===== src/rtl/parking_pkg.sv =====
// Shared types and helpers for the parking-lot occupancy manager.
package parking_pkg;

    // Per-gate passage tracker states.
    typedef enum logic [3:0] {
        IDLE     = 4'd0,
        A_ONLY   = 4'd1,
        B_ONLY   = 4'd2,
        AB_IN    = 4'd3,
        AB_OUT   = 4'd4,
        IN_TAIL  = 4'd5,
        OUT_TAIL = 4'd6,
        ENTERED  = 4'd7,
        EXITED   = 4'd8
    } gate_state_t;

    // Number of set bits in a (zero-extended) vector of up to 64 gates.
    function automatic logic [7:0] popcount(input logic [63:0] v);
        logic [7:0] sum;
        sum = '0;
        for (int i = 0; i < 64; i++) begin
            sum = sum + 8'(v[i]);
        end
        return sum;
    endfunction

endpackage


===== src/rtl/parking_gate.sv =====
// One gate: debounces the outer (a) and inner (b) sensors and tracks the
// order in which they are blocked, emitting one-cycle enter/exit pulses.
module parking_gate
    import parking_pkg::*;
#(
    parameter int DB_CYCLES = 4
) (
    input  logic clk,
    input  logic reset,
    input  logic i_a,
    input  logic i_b,
    output logic o_enter,
    output logic o_exit
);

    localparam int CW = (DB_CYCLES > 1) ? $clog2(DB_CYCLES) : 1;

    logic [1:0]    w_raw;
    logic [1:0]    r_filt;      // bit 1 = filtered a, bit 0 = filtered b
    logic [CW-1:0] r_cnt [2];
    gate_state_t   r_state;
    logic          r_enter;
    logic          r_exit;

    assign w_raw = {i_a, i_b};

    // Debounce: a raw level must disagree with the filtered value for
    // DB_CYCLES consecutive cycles before it is accepted.
    always_ff @(posedge clk) begin
        for (int s = 0; s < 2; s++) begin
            if (reset) begin
                r_filt[s] <= 1'b0;
                r_cnt[s]  <= '0;
            end else if (w_raw[s] == r_filt[s]) begin
                r_cnt[s]  <= '0;
            end else if (r_cnt[s] == CW'(DB_CYCLES - 1)) begin
                r_filt[s] <= w_raw[s];
                r_cnt[s]  <= '0;
            end else begin
                r_cnt[s]  <= r_cnt[s] + 1'b1;
            end
        end
    end

    // Passage FSM on filtered {a,b}; pulses are registered together with
    // the transition into ENTERED/EXITED so they track the state exactly.
    always_ff @(posedge clk) begin
        gate_state_t v_next;
        if (reset) begin
            r_state <= IDLE;
            r_enter <= 1'b0;
            r_exit  <= 1'b0;
        end else begin
            v_next = r_state;
            case (r_state)
                IDLE: begin
                    if (r_filt == 2'b10)      v_next = A_ONLY;
                    else if (r_filt == 2'b01) v_next = B_ONLY;
                end
                A_ONLY: begin
                    if (r_filt == 2'b11)      v_next = AB_IN;
                    else if (r_filt == 2'b01) v_next = B_ONLY;
                    else if (r_filt == 2'b00) v_next = IDLE;
                end
                B_ONLY: begin
                    if (r_filt == 2'b11)      v_next = AB_OUT;
                    else if (r_filt == 2'b10) v_next = A_ONLY;
                    else if (r_filt == 2'b00) v_next = IDLE;
                end
                AB_IN: begin
                    if (r_filt == 2'b01)      v_next = IN_TAIL;
                    else if (r_filt == 2'b10) v_next = A_ONLY;
                    else if (r_filt == 2'b00) v_next = IDLE;
                end
                AB_OUT: begin
                    if (r_filt == 2'b10)      v_next = OUT_TAIL;
                    else if (r_filt == 2'b01) v_next = B_ONLY;
                    else if (r_filt == 2'b00) v_next = IDLE;
                end
                IN_TAIL: begin
                    if (r_filt == 2'b00)      v_next = ENTERED;
                    else if (r_filt == 2'b11) v_next = AB_IN;
                    else if (r_filt == 2'b10) v_next = IDLE;
                end
                OUT_TAIL: begin
                    if (r_filt == 2'b00)      v_next = EXITED;
                    else if (r_filt == 2'b11) v_next = AB_OUT;
                    else if (r_filt == 2'b01) v_next = IDLE;
                end
                ENTERED:  v_next = IDLE;
                EXITED:   v_next = IDLE;
                default:  v_next = IDLE;
            endcase
            r_state <= v_next;
            r_enter <= (v_next == ENTERED);
            r_exit  <= (v_next == EXITED);
        end
    end

    assign o_enter = r_enter;
    assign o_exit  = r_exit;

endmodule


===== src/rtl/parking_lot_manager.sv =====
// Multi-gate parking-lot occupancy manager: N_GATES debounced gates feed
// one saturating occupancy counter with sticky overflow/underflow flags.
module parking_lot_manager
    import parking_pkg::*;
#(
    parameter  int N_GATES   = 2,
    parameter  int CAPACITY  = 15,
    parameter  int DB_CYCLES = 4,
    localparam int CNT_W     = $clog2(CAPACITY + 1)
) (
    input  logic               clk,
    input  logic               reset,
    input  logic [N_GATES-1:0] a,
    input  logic [N_GATES-1:0] b,
    input  logic               clr,
    output logic [N_GATES-1:0] enter_pulse,
    output logic [N_GATES-1:0] exit_pulse,
    output logic [CNT_W-1:0]   occupancy,
    output logic               full,
    output logic               empty,
    output logic               err_overflow,
    output logic               err_underflow
);

    // Signed width wide enough for occupancy plus all gates entering, or
    // zero minus all gates exiting.
    localparam int TW = CNT_W + $clog2(N_GATES + 1) + 1;
    localparam logic signed [TW-1:0] CAP_S = TW'(CAPACITY);

    logic [N_GATES-1:0]     w_enter;
    logic [N_GATES-1:0]     w_exit;
    logic [7:0]             w_n_in;
    logic [7:0]             w_n_out;
    logic signed [TW-1:0]   w_t;
    logic [CNT_W-1:0]       r_occ;
    logic                   r_err_ovf;
    logic                   r_err_unf;

    for (genvar g = 0; g < N_GATES; g++) begin : g_gate
        parking_gate #(
            .DB_CYCLES (DB_CYCLES)
        ) u_gate (
            .clk     (clk),
            .reset   (reset),
            .i_a     (a[g]),
            .i_b     (b[g]),
            .o_enter (w_enter[g]),
            .o_exit  (w_exit[g])
        );
    end

    assign w_n_in  = popcount(64'(w_enter));
    assign w_n_out = popcount(64'(w_exit));
    assign w_t     = $signed(TW'(r_occ)) + $signed(TW'(w_n_in)) - $signed(TW'(w_n_out));

    // Net all gate events each cycle, saturate at 0/CAPACITY, latch errors.
    always_ff @(posedge clk) begin
        if (reset || clr) begin
            r_occ     <= '0;
            r_err_ovf <= 1'b0;
            r_err_unf <= 1'b0;
        end else if (w_t > CAP_S) begin
            r_occ     <= CNT_W'(CAPACITY);
            r_err_ovf <= 1'b1;
        end else if (w_t < 0) begin
            r_occ     <= '0;
            r_err_unf <= 1'b1;
        end else begin
            r_occ     <= w_t[CNT_W-1:0];
        end
    end

    assign enter_pulse   = w_enter;
    assign exit_pulse    = w_exit;
    assign occupancy     = r_occ;
    assign full          = (r_occ == CNT_W'(CAPACITY));
    assign empty         = (r_occ == '0);
    assign err_overflow  = r_err_ovf;
    assign err_underflow = r_err_unf;

endmodule


===== config.mk =====
export PLATFORM = sky130hd
export DESIGN_NAME = parking_lot_manager
export DESIGN_NICKNAME = d
export VERILOG_FILES = /design/src/rtl/parking_pkg.sv /design/src/rtl/parking_gate.sv /design/src/rtl/parking_lot_manager.sv
export SDC_FILE = /design/constraint.sdc
export NUM_CORES = 1
export LEC_CHECK = 0
export CORE_MARGIN = 2
export CORE_UTILIZATION = 45
export DETAILED_ROUTE_END_ITERATION = 10
export GPL_TIMING_DRIVEN = 0
export HOLD_SLACK_MARGIN = 0.12
export PLACE_DENSITY = 0.67
export SYNTH_ARGS = -nofsm -noshare
export SYNTH_HDL_FRONTEND = slang
export SYNTH_SLANG_ARGS = --single-unit

===== constraint.sdc =====
create_clock -name clk -period 4.6 [get_ports clk]
set_input_delay 1.38 -clock clk [delete_from_list [all_inputs] [get_ports clk]]
set_output_delay 1.38 -clock clk [all_outputs]
set_load 0.02 [all_outputs]

Word-level counts from Yosys, hierarchy flattened:

Memories as Yosys holds them, arrays and structs flattened.
Cells that the tools add are included.

* output and inout bits: 12
* bits of input ports: 7
* RAM bits: 8
* memories: 2
* word-level logic and storage cells: 178
* register bits after elaboration: 22

Memories
* g_gate[0].u_gate.r_cnt: words 2, bits a word 2, read ports 2, clocked after Yosys merged registers in 0, wr ports 2, RTL line parking_gate.sv:20 `logic [CW-1:0] r_cnt [2];`
* g_gate[1].u_gate.r_cnt: words 2, bits a word 2, read ports 2, clocked after Yosys merged registers in 0, wr ports 2, RTL line parking_gate.sv:20

* mux-type cells: 94
* bitwise gates (word level): 17
* reduce and logical (&&, ||, !) cells: 11
* $add $sub $neg: 8
* eq/ne operators: 31
* magnitude comparators: 2

Operator list (number)
* $mux W4: 34
* $pmux W4 S7: 2
* $mux W1: 46
* $eq A4 B3 Y1 const B: 8
* $mux W2: 12
* $eq A2 B2 Y1 const B: 8
* $eq A4 B2 Y1 const B: 4
* $eq A4 B4 Y1 const B: 3
* $logic_not A4 Y1: 3
* $or A1 B1 Y1: 12
* $reduce_and A2 Y1: 5
* $add A2 B1 Y2 const B: 4
* $eq A4 B1 Y1 const B: 2
* $gt A6 B5 Y1 const B: 1
* $lt A6 B1 Y1 const B: 1
* $sub A5 B2 Y6: 1
* $add A4 B2 Y5: 1
* $not A1 Y1: 5
* $add A1 B1 Y2: 2
* $eq A1 B1 Y1: 4
* $eq A2 B1 Y1 const B: 2
* $logic_not A2 Y1: 2
* $logic_or A1 B1 Y1: 1

Longest topological paths before layout:

An unclocked memory read counts as a cell.

* depth in word-level cells: 8
* depth in mapped cells: 10
* gate-level depth less buffers: 10

By module:

Synthesis repeated with hierarchy kept, for this count alone.

* cell total of the unflattened synthesis: 159
* area total of the unflattened synthesis: 1592.8 sq um

By module, submodules not included
* parking_gate (g_gate[0].u_gate): seq. area each 280.3 sq um, cells each 56, instances 1, area an instance 591.8 sq um
* parking_gate (g_gate[1].u_gate): seq. area each 280.3 sq um, cells each 58, instances 1, area an instance 586.8 sq um
* parking_lot_manager: seq. area each 120.1 sq um, cells each 45, instances 1, area an instance 414.1 sq um

Worst setup path after synthesis:

No wires, ideal clock.

* path type: reg2out
* start: reg r_occ[2], in the netlist occupancy[2]
* end: out empty
* data arrival time: 1.034 ns
* path buffers: 0
* cell stages (with the launch flop): 4
* required time: 3.220 ns
* slack: 2.186 ns
* cell sequence: dfxtp_1 > inv_1 > ha_1 > and3_1

* word-level cells in the longest chain between the ends: 1

Ends and longest elaborated chain
* start: declaration: RTL line parking_lot_manager.sv:35 `logic [CNT_W-1:0] r_occ;`
* start signal: assignment: RTL line parking_lot_manager.sv:63 `r_occ <= CNT_W'(CAPACITY);`
* start signal: assignment: RTL line parking_lot_manager.sv:69 `r_occ <= w_t[CNT_W-1:0];`
* $logic_not A4 Y1: RTL line parking_lot_manager.sv:77 `assign empty = (r_occ == '0);`
* end: declaration: RTL line parking_lot_manager.sv:20 `output logic empty,`

No other way between the ends.

Worst setup path after layout:

Ends and elaborated chain as after synthesis.

==> out/qor.txt <==
Clock Power Share: 21.0%
crit path DAT: 1.74 ns
root buffer cell: clkbuf_4
Ports: 19
Final Util: 56.7%
Skew-Pair Late Insertion Delay: 0.33 ns
Synth area leader: dfxtp_1
residual DRC count: 0
Placer Congestion: 0.788
share of layout cells above drive strength 1: 11.2%
final setup fails: 0
antenna cell count: 0
warning count from the yosys run: 0
P_int: 0.466 mW
busiest layer in global routing: met2
Reg power frac: 44.4%
area grow syn2layout: 19.7%
Die Span Y: 63.5 µm
effective utilization at floorplan: 47.4%
Final Hold Vio Count: 0
Pwr Total: 0.701 mW
Setup WS post-layout: 1.48 ns
GRT Residual Overflow: 0
NetSw: 0.235 mW
CTS buffer count: 5
antenna violations before repair: 0
vias per cell: 4.95
clock skew: 0.00766 ns
wire length per cell: 11.5 µm
Worst Reg-to-Reg Cells: 10
Max Fclk: 0.321 GHz
cell count after placement: 234
syn avg cell area: 9.77 µm²
Routed Antenna Nets: 0
Die Area: 4030 µm²
hold_buf cts: 0
crit path time final: 3.12 ns
pin count of the biggest net entering global routing: 11
Post-DP Area: 1860 µm²
met2 usage in global routing: 27.8%
RSZ-0062 raised after global routing: no
Crit path required time: 3.22 ns
GR Util met3: 3.75%
Area contributors post-synth: dfxtp_1 (28%), edfxtp_1 (15%), ha_1 (7.9%)
drt initial violations: 34
via count: 1199
CTS tree: built
period utilization: 67.8%
Slew Limit Fails: 0
post-synthesis sequential area ratio: 42.7%
IO buf count: 18
# Post-CTS Setup Buffers: 0
cell area after layout: 1910 µm²
Comb pwr share: 34.6%
dpl ws: 1.75 ns
share of the synthesized area in the top cell type: 27.7%
Max Root-Sink Buffers: 2
Max rail drop VDD: 0.179 mV
GRT Total Usage: 15.6%
Top FF cell, synth: dfxtp_1
Hold Slack: 0.473 ns
Post-DP HPWL: 2140 µm
H-tree depth: 2
Worst setup SP type: flip-flop
non-filler cells, final: 242
Critical Path End Type: output pin
critical path fanouts, max: 4
Post-synth top cells: dfxtp_1 (22), inv_1 (18), nor2_1 (17), ha_1 (10), a21oi_1 (9)
CORE AREA: 3360 µm²
DR pass1 iterations: 4
setup TNS: 0 ns
Async SR Flop Fraction: 0%
cell count after synthesis: 163
first-pass GRT wire length: 4900 µm
Die X: 63.5 µm
critical path type: reg2out
Leakage: 0.790 nW
Cells on Worst Hold Path: 1
switch share: 33.6%
routing usage on met1: 16.3%
# nets final: 215
vias in the first global route: 1179
CTS Sinks: 30
Hold Path Class: reg2reg
Unique masters post-synth: 43
number of synthesized register bits: 30
most frequent cell after synthesis: dfxtp_1
CP peak stage delay: 0.53 ns
CP max-delay cell: clkdlybuf4s50_1
Post-synth EDFFs: 8
Cell Pwr Density: 368 nW/µm²
Reg clk slew, reported paths: 0.09 ns
max cap viols: 0
post_cts resized: 0
drt total wl: 2780 µm
status: finished clean
Site Rows: 21
worst-path cell chain: inv_1 -> ha_1 -> and3_1 -> clkdlybuf4s50_1
Post-Syn Area: 1590 µm²
-- registers in the layout (all words and copies together) (netlist names) --
| signal | count |
|---|---|
| occupancy | 4 |
| g_gate.u_gate.r_filt | 4 |
| err_underflow | 1 |
| g_gate.u_gate.r_state | 8 |
| g_gate.u_gate.r_cnt | 8 |
| g_gate.u_gate.o_exit | 2 |
| err_overflow | 1 |
| g_gate.u_gate.o_enter | 2 |
-- logic make-up after synthesis --
family / Yosys count / share of synthesized area (%)
AOI/OAI and AO/OA: 25 / 10.5
xor gates and xnor gates: 8 / 4.40
adders and majority gates: 13 / 11.6
buffers and inverters: 31 / 9.66
DFF: 30 / 42.7
muxes: 4 / 2.51
other: 1 / 0.235
and+or+nand+nor: 51 / 18.3
-- power by group through the flow --
stage | clock [mW] | combinational (mW) | sequential, mW
2_1_floorplan | 0 | 0.134 | 0.336
3_3_place_gp | 0 | 0.235 | 0.316
3_5_place_dp | 0 | 0.243 | 0.318
4_1_cts | 0.153 | 0.246 | 0.312
5_1_grt | 0.167 | 0.265 | 0.315
6_report | 0.147 | 0.243 | 0.311
-- critical path: cells and delay by family (launching register included) --
family | cells | cell delay [ns]
buffers and inverters | 2 | 0.65
flip-flops | 1 | 0.39
adder cells (fa/ha/maj) | 1 | 0.21
AND/OR/NAND/NOR | 1 | 0.16
-- per-layer routing --
| metal | up-vias | routed length, µm | share of wire, % |
|---|---|---|---|
| li1 | 608 | - | - |
| met3 | 10 | 109 | 3.9 |
| met4 | 0 | 85 | 3.1 |
| met2 | 25 | 1460 | 53 |
| met5 | - | 0 | 0 |
| met1 | 556 | 1120 | 40 |
-- final cells by class --
class	instances	area, µm²
clock inverters	2	8.76
flip-flops and latches	30	681
clock buffers	6	41.3
inverters	18	67.6
fillers	326	1460
well taps	46	57.6
multi-input cells	109	785
repair buffers	18	180
plain buffers	13	86.3
-- worst paths after layout --
check | from | endpoint | slack (ns)
worst max-delay path | occupancy[2] | empty | 1.48
worst max register to register | g_gate[0].u_gate.o_exit | err_overflow | 2.22
worst min register to register | err_underflow | err_underflow | 0.47
worst min-delay path | err_underflow | err_underflow | 0.47
-- layout by cell type (no fill, tap or decap), types with 4 or more instances in the layout --
| cell type | synthesis | final |
|---|---|---|
| a21oi_1 | 9 | 9 |
| buf_4 | 4 | 4 |
| clkbuf_1 | 3 | 4 |
| clkbuf_4 | 1 | 6 |
| clkdlybuf4s50_1 | 0 | 18 |
| conb_1 | 1 | 8 |
| dfxtp_1 | 22 | 22 |
| edfxtp_1 | 8 | 8 |
| ha_1 | 10 | 10 |
| inv_1 | 18 | 18 |
| mux2i_1 | 4 | 4 |
| nand2_1 | 7 | 7 |
| nor2_1 | 17 | 17 |
| nor3b_1 | 4 | 4 |
| nor4_1 | 4 | 4 |
| or3_1 | 4 | 4 |
| xnor2_1 | 6 | 6 |
Power figures use the tool's default switching activity.
